$ cat src/rtl/axi_rd_ch_ctrl.sv
`default_nettype none
// =============================================================================
// axi_rd_ch_ctrl : AXI4 AR/R channel controller between a split burst FIFO and
// a read slave. Define RD_RLAST_CHECK_EN to enable rlast cross-checking.
// Revision 1.0
// =============================================================================
module axi_rd_ch_ctrl #(
   parameter int ADDR_WIDTH = 64,
   parameter int DATA_WIDTH = 256,
   parameter int ID_WIDTH   = 4
) (
   input  logic                  clk,
   input  logic                  rstn,
   input  logic [ADDR_WIDTH-1:0] mo_ar_addr,
   input  logic [8:0]            mo_ar_len,
   input  logic                  mo_ar_valid,
   output logic                  mo_ar_ready,
   input  logic [8:0]            mo_r_len,
   input  logic                  mo_fifo_empty,
   output logic                  mo_r_done,
   output logic [ADDR_WIDTH-1:0] araddr,
   output logic [7:0]            arlen,
   output logic [2:0]            arsize,
   output logic [1:0]            arburst,
   output logic [ID_WIDTH-1:0]   arid,
   output logic                  arvalid,
   input  logic                  arready,
   input  logic [DATA_WIDTH-1:0] rdata,
   input  logic [1:0]            rresp,
   input  logic                  rlast,
   input  logic                  rvalid,
   output logic                  rready,
   output logic [DATA_WIDTH-1:0] out_data,
   output logic                  out_last,
   output logic                  out_valid,
   input  logic                  out_ready,
   output logic                  err_resp,
   output logic                  err_rlast
);
   localparam logic [0:0] AR_IDLE = 1'b0;
   localparam logic [0:0] AR_SEND = 1'b1;
   localparam logic [2:0] AR_SIZE = 3'($clog2(DATA_WIDTH / 8));

   logic [0:0]            ar_state_q, ar_state_d;
   logic [ADDR_WIDTH-1:0] araddr_q, araddr_d;
   logic [7:0]            arlen_q, arlen_d;
   logic [8:0]            outstanding_q, outstanding_d;
   logic [8:0]            beat_q, beat_d;
   logic                  err_resp_q, err_resp_d;
   logic                  ar_load, ar_hs, r_open, r_hs, final_beat;

   // A completed handshake in AR_SEND may immediately reload the next entry.
   always_comb begin
      ar_state_d = ar_state_q;
      ar_load    = 1'b0;
      case (ar_state_q)
         AR_IDLE: begin
            if (mo_ar_valid) begin
               ar_load    = 1'b1;
               ar_state_d = AR_SEND;
            end
         end
         AR_SEND: begin
            if (arready) begin
               if (mo_ar_valid) ar_load    = 1'b1;
               else             ar_state_d = AR_IDLE;
            end
         end
         default: ar_state_d = AR_IDLE;
      endcase
      araddr_d = ar_load ? mo_ar_addr : araddr_q;
      arlen_d  = ar_load ? (mo_ar_len[7:0] - 8'd1) : arlen_q;
   end

   assign mo_ar_ready = rstn & ar_load;
   assign arvalid     = (ar_state_q == AR_SEND);
   assign ar_hs       = arvalid & arready;
   assign araddr      = araddr_q;
   assign arlen       = arlen_q;
   assign arsize      = AR_SIZE;
   assign arburst     = 2'b01;
   assign arid        = '0;

   // R beats only flow once an AR is in flight and the FIFO knows the burst length.
   assign r_open     = rstn & (outstanding_q != 9'd0) & ~mo_fifo_empty;
   assign rready     = r_open & out_ready;
   assign out_valid  = r_open & rvalid;
   assign out_data   = rdata;
   assign r_hs       = rvalid & rready;
   assign final_beat = r_hs & (beat_q == (mo_r_len - 9'd1));
   assign out_last   = final_beat;
   assign mo_r_done  = final_beat;
   assign err_resp   = err_resp_q;

   always_comb begin
      outstanding_d = outstanding_q;
      if (ar_hs && !final_beat)      outstanding_d = outstanding_q + 9'd1;
      else if (!ar_hs && final_beat) outstanding_d = outstanding_q - 9'd1;
      beat_d = beat_q;
      if (final_beat) beat_d = 9'd0;
      else if (r_hs)  beat_d = beat_q + 9'd1;
      err_resp_d = err_resp_q | (r_hs & (rresp != 2'b00));
   end

   always_ff @(posedge clk) begin
      if (!rstn) begin
         ar_state_q    <= AR_IDLE;
         araddr_q      <= '0;
         arlen_q       <= 8'd0;
         outstanding_q <= 9'd0;
         beat_q        <= 9'd0;
         err_resp_q    <= 1'b0;
      end else begin
         ar_state_q    <= ar_state_d;
         araddr_q      <= araddr_d;
         arlen_q       <= arlen_d;
         outstanding_q <= outstanding_d;
         beat_q        <= beat_d;
         err_resp_q    <= err_resp_d;
      end
   end

`ifdef RD_RLAST_CHECK_EN
   logic err_rlast_q, err_rlast_d;
   logic unused_len_msb;

   assign unused_len_msb = mo_ar_len[8];
   assign err_rlast_d    = err_rlast_q | (r_hs & (rlast != final_beat));
   assign err_rlast      = err_rlast_q;

   always_ff @(posedge clk) begin
      if (!rstn) err_rlast_q <= 1'b0;
      else       err_rlast_q <= err_rlast_d;
   end
`else
   logic unused_inputs;

   assign unused_inputs = mo_ar_len[8] ^ rlast;
   assign err_rlast     = 1'b0;
`endif

endmodule
`default_nettype wire

$ cat config.mk
export PLATFORM = sky130hd
export DESIGN_NAME = axi_rd_ch_ctrl
export DESIGN_NICKNAME = d
export VERILOG_FILES = /design/src/rtl/axi_rd_ch_ctrl.sv
export SDC_FILE = /design/constraint.sdc
export NUM_CORES = 1
export LEC_CHECK = 0
export CORE_AREA = 2 2 270 272
export DETAILED_ROUTE_END_ITERATION = 7
export DIE_AREA = 0 0 272 274
export PLACE_DENSITY = 0.41
export REMOVE_ABC_BUFFERS = 1
export SLEW_MARGIN = 40
export SYNTH_ARGS = -nofsm -noshare
export SYNTH_HDL_FRONTEND = slang
export SYNTH_SLANG_ARGS = --single-unit
$ cat constraint.sdc
create_clock -name clk -period 10.4 [get_ports clk]
set_clock_uncertainty 0.2 [all_clocks]
set_input_delay 2.08 -clock clk [delete_from_list [all_inputs] [get_ports clk]]
set_output_delay 2.08 -clock clk [all_outputs]
set_load 0.02 [all_outputs]
==> impl_metrics.yaml <==
global_routing:
  globalRouteTotalUtil_pct: 25.7
  pin_count_of_the_biggest_net_entering_global_routing: 75
  overflow: 0
  vias_in_the_first_global_route: 4916
  grt_pass1_wl_um: 109000
  grt_antenna_before_repair: 3
yosys:
  post_synth_fa_ha_maj_area_fraction_pct: 2.55
  synthTopCellsByArea: "sky130_fd_sc_hd__buf_4, sky130_fd_sc_hd__dfxtp_1, sky130_fd_sc_hd__nand2_1, sky130_fd_sc_hd__a21oi_1, sky130_fd_sc_hd__ha_1"
  ys_types: 50
  synth_enable_flop_cells: 0
  synth_seq_cells: 92
  synth_mux_area_share_pct: 0.486
  yosysTopAreaCellShare_pct: 32.6
  synth_compound_area_share_pct: 12.1
  synthesized_area_divided_by_synthesized_cell_count_um2: 7.89
  synthesis.yosys.warnings: 0
  yosys.area_share.xor_xnor_pct: 3.83
  yosys.area_share.simple_pct: 15.7
  synth.largest_area_cell: "sky130_fd_sc_hd__buf_4"
  primary_ff_master_synth: "sky130_fd_sc_hd__dfxtp_1"
  netlist_instances: 782
  largest_family_of_logic_cells_by_synthesized_area: "buffers and inverters"
  asyncSetResetFlopFracSynth_pct: 0
  mappedNetlistArea_um2: 6170
  ys_seq_area_share_pct: 29.8
sta:
  rsz_0062_raised_after_global_routing: "no"
  setup_total_negative_slack_ns: 0
  max_slew_margin_pct: 48.6
  fmax_mhz: 132
  final_critical_path_setup_slack_ns: 2.82
  final.period_utilization_pct: 72.9
  timing.final.hold_violations: 0
  number_of_slew_limit_violations_in_the_final_report: 0
  number_of_failing_setup_endpoints_in_the_final_timing_report: 0
  worst-slew-pin-transition_ns: 0.769
  fin_crit_ns: 7.58
critical_path:
  worst_setup_path_start_kind: "primary input"
  worst-endpoint-arrival_ns: 5.30
  crit_path_max_fanout: 11
  critical_path_required_ns: 8.12
  worst_setup_path_end_kind: "output port"
  path_class: "primary input to output port"
power:
  internal_power_mw: 0.637
  clock_power_share_pct: 38.9
  max-vdd-ir-drop_uv: 70.7
  netSwitchingPower_mw: 0.315
  power.static_leakage_nw: 2.36
  combPwrFrac_pct: 20.8
  pwr-share-seq_pct: 40.3
  power_density_nw_per_um2: 130
  swShare_pct: 33.1
clock_network:
  cts.sinks: 92
  cts_max_path_buffers: 2
  cts_tree: "yes"
  cts-hold-fix-buffers: 0
  clockRootBuffer: "sky130_fd_sc_hd__clkbuf_16"
  post_cts.repair.setup_buffers: 0
  cts-buffers-inserted: 9
  ctsHtreeMaxLevel: 3
  cts-resized-gates: 0
  clk_pin_slew_ns: 0.08
  worst_skew_pair.late_latency_ns: 0.40
final_layout:
  number_of_nets_at_the_end_of_the_flow: 1036
  fillers: 8309
  area_of_combinational_cells_with_multiple_inputs_um2: 2180
  number_of_cells_in_the_finished_layout_apart_from_fillers: 1640
  finish.instance_area_um2: 7310
  finalCoreUtilization_pct: 10.2
  drive_above_1_share_pct: 5.73
  area.growth.synth_to_final_pct: 18.3
  antennaDiodeCount: 0
  ff_latch_area_um2: 1840
placement:
  place_area_um2: 7000
  globalplace.congestion: 1.34
  placed_cells: 1624
  dp_hpwl_um: 92900
  pre_cts_ws_ns: 2.81
  portBuffers: 168
detailed_routing:
  routedWlPerCell_um: 59.8
  highest_layer: "met5"
  vias: 5234
  drt-pass1-iter-count: 4
  met1_length_um: 9120
  wl_met3_um: 32900
  post-route-drc-count: 0
  drt-initial-drc-count: 360
  met2_wire_length_um: 45400
  detail_route.vias_per_cell: 3.19
  postRouteWirelength_um: 98100
  detail-route-antenna-nets: 0
die:
  fp.dieH_um: 274
  initial_core_util_pct: 8.58
  fp.dieArea_um2: 74500
  ioPinCount: 693
  die_width_um: 272
  placement_rows: 99
  fp.coreArea_um2: 72000
job:
  max_capacitance_violation_total: 0
outcome:
  outcome: "finished, final reports clean"
worst_hold_path:
  min_path_type: "register to register"
## cells in the final DEF, fill, tap and decap left out, types with 2 or more instances in the layout
cell type	instances
sky130_fd_sc_hd__a211oi_1	8
sky130_fd_sc_hd__a211oi_2	10
sky130_fd_sc_hd__a21oi_1	73
sky130_fd_sc_hd__and2_1	5
sky130_fd_sc_hd__buf_4	3
sky130_fd_sc_hd__clkbuf_16	9
sky130_fd_sc_hd__clkdlybuf4s50_1	168
sky130_fd_sc_hd__clkinv_4	3
sky130_fd_sc_hd__conb_1	10
sky130_fd_sc_hd__dfxtp_1	92
sky130_fd_sc_hd__ha_1	11
sky130_fd_sc_hd__inv_1	10
sky130_fd_sc_hd__inv_8	3
sky130_fd_sc_hd__mux2i_1	3
sky130_fd_sc_hd__nand2_1	142
sky130_fd_sc_hd__nand2b_1	8
sky130_fd_sc_hd__nand3_1	7
sky130_fd_sc_hd__nand4_1	4
sky130_fd_sc_hd__nand4b_1	2
sky130_fd_sc_hd__nor2_1	28
sky130_fd_sc_hd__nor2b_1	2
sky130_fd_sc_hd__nor3_1	10
sky130_fd_sc_hd__nor3b_1	2
sky130_fd_sc_hd__nor4_1	3
sky130_fd_sc_hd__o21a_1	3
sky130_fd_sc_hd__o21ai_0	2
sky130_fd_sc_hd__o21bai_1	2
sky130_fd_sc_hd__o31ai_1	4
sky130_fd_sc_hd__or3_1	2
sky130_fd_sc_hd__xnor2_1	15
sky130_fd_sc_hd__xor2_1	12
## power groups by stage
stage | sequential (mW) | clock [mW] | combinational [mW]
floorplan | 0.412 | 0 | 0.0750
global placement | 0.391 | 0 | 0.197
detailed placement | 0.392 | 0 | 0.198
CTS | 0.384 | 0.391 | 0.200
global route | 0.387 | 0.398 | 0.214
finish | 0.384 | 0.370 | 0.198
## per-stage QoR
stage          hold slack [ns]  total power [mW]
2_1_floorplan            0.247             0.487
3_3_place_gp             0.243             0.588
3_5_place_dp             0.249             0.590
4_1_cts                  0.261             0.974
5_1_grt                  0.278             0.999
6_report                 0.258             0.952
## metal layers
layer	GRT usage, %	vias up
met5	9.44	-
met1	6.12	2141
met4	19.3	18
li1	-	2046
met2	43.3	888
met3	41.2	141
## flip-flops by register name (all words and copies together) (netlist names)
register       flops
outstanding_q      9
arvalid            1
araddr            64
arlen              8
beat_q             9
err_resp           1
## path summary, 6_finish.rpt
| path | start | endpoint | slack [ns] | cells after the start |
|---|---|---|---|---|
| max reg2reg | beat_q[6] | outstanding_q[8] | 6.26 | 13 |
| min reg2reg | araddr[12] | araddr[12] | 0.26 | 2 |
| min | araddr[12] | araddr[12] | 0.26 | 2 |
| max | mo_r_len[0] | mo_r_done | 2.82 | 9 |
## cell usage after synthesis (all sizes together), types with 2 or more instances
library cell and count:
o21a 3, inv 11, buf 273, nor2 28
a211oi 18, or3 2, nand4b 2, and2 6
nor2b 2, nor4 5, conb 2, nand2 143
dfxtp 92, o21bai 2, nand3 7, o31ai 4
ha 11, mux2i 3, xor2 12, nand4 4
a21oi 73, nand2b 8, xnor2 15, nor3 10
clkbuf 25, o21ai 4, nor3b 2
## logic make-up (layout without fill, tap and decap cells)
group,count (synthesis),after routing
AOI/OAI and AO/OA,115,115
xor gates and xnor gates,27,27
adders and majority gates,12,12
buffers and inverters,309,200
DFF,92,92
muxes,3,3
other,2,10
and+or+nand+nor,222,222
## final cells by class
class / count / area share (%)
inverter: 11 / 0.582
clock buffer: 9 / 3.08
sequential: 92 / 25.2
timing repair buffer: 173 / 23.8
tap: 959 / 16.4
clock inverter: 7 / 1.04
multi-input combinational: 389 / 29.9
## critical path, cell delays in order
cell and delay [ns]:
sky130_fd_sc_hd__clkdlybuf4s50_1 0.66, sky130_fd_sc_hd__inv_1 0.08, sky130_fd_sc_hd__ha_1 0.33, sky130_fd_sc_hd__o21bai_1 0.21, sky130_fd_sc_hd__a211oi_1 0.28, sky130_fd_sc_hd__a211oi_2 0.09, sky130_fd_sc_hd__o21ai_2 0.59, sky130_fd_sc_hd__and2_1 0.33
sky130_fd_sc_hd__clkdlybuf4s50_1 0.64
Power figures use the tool's default switching activity.
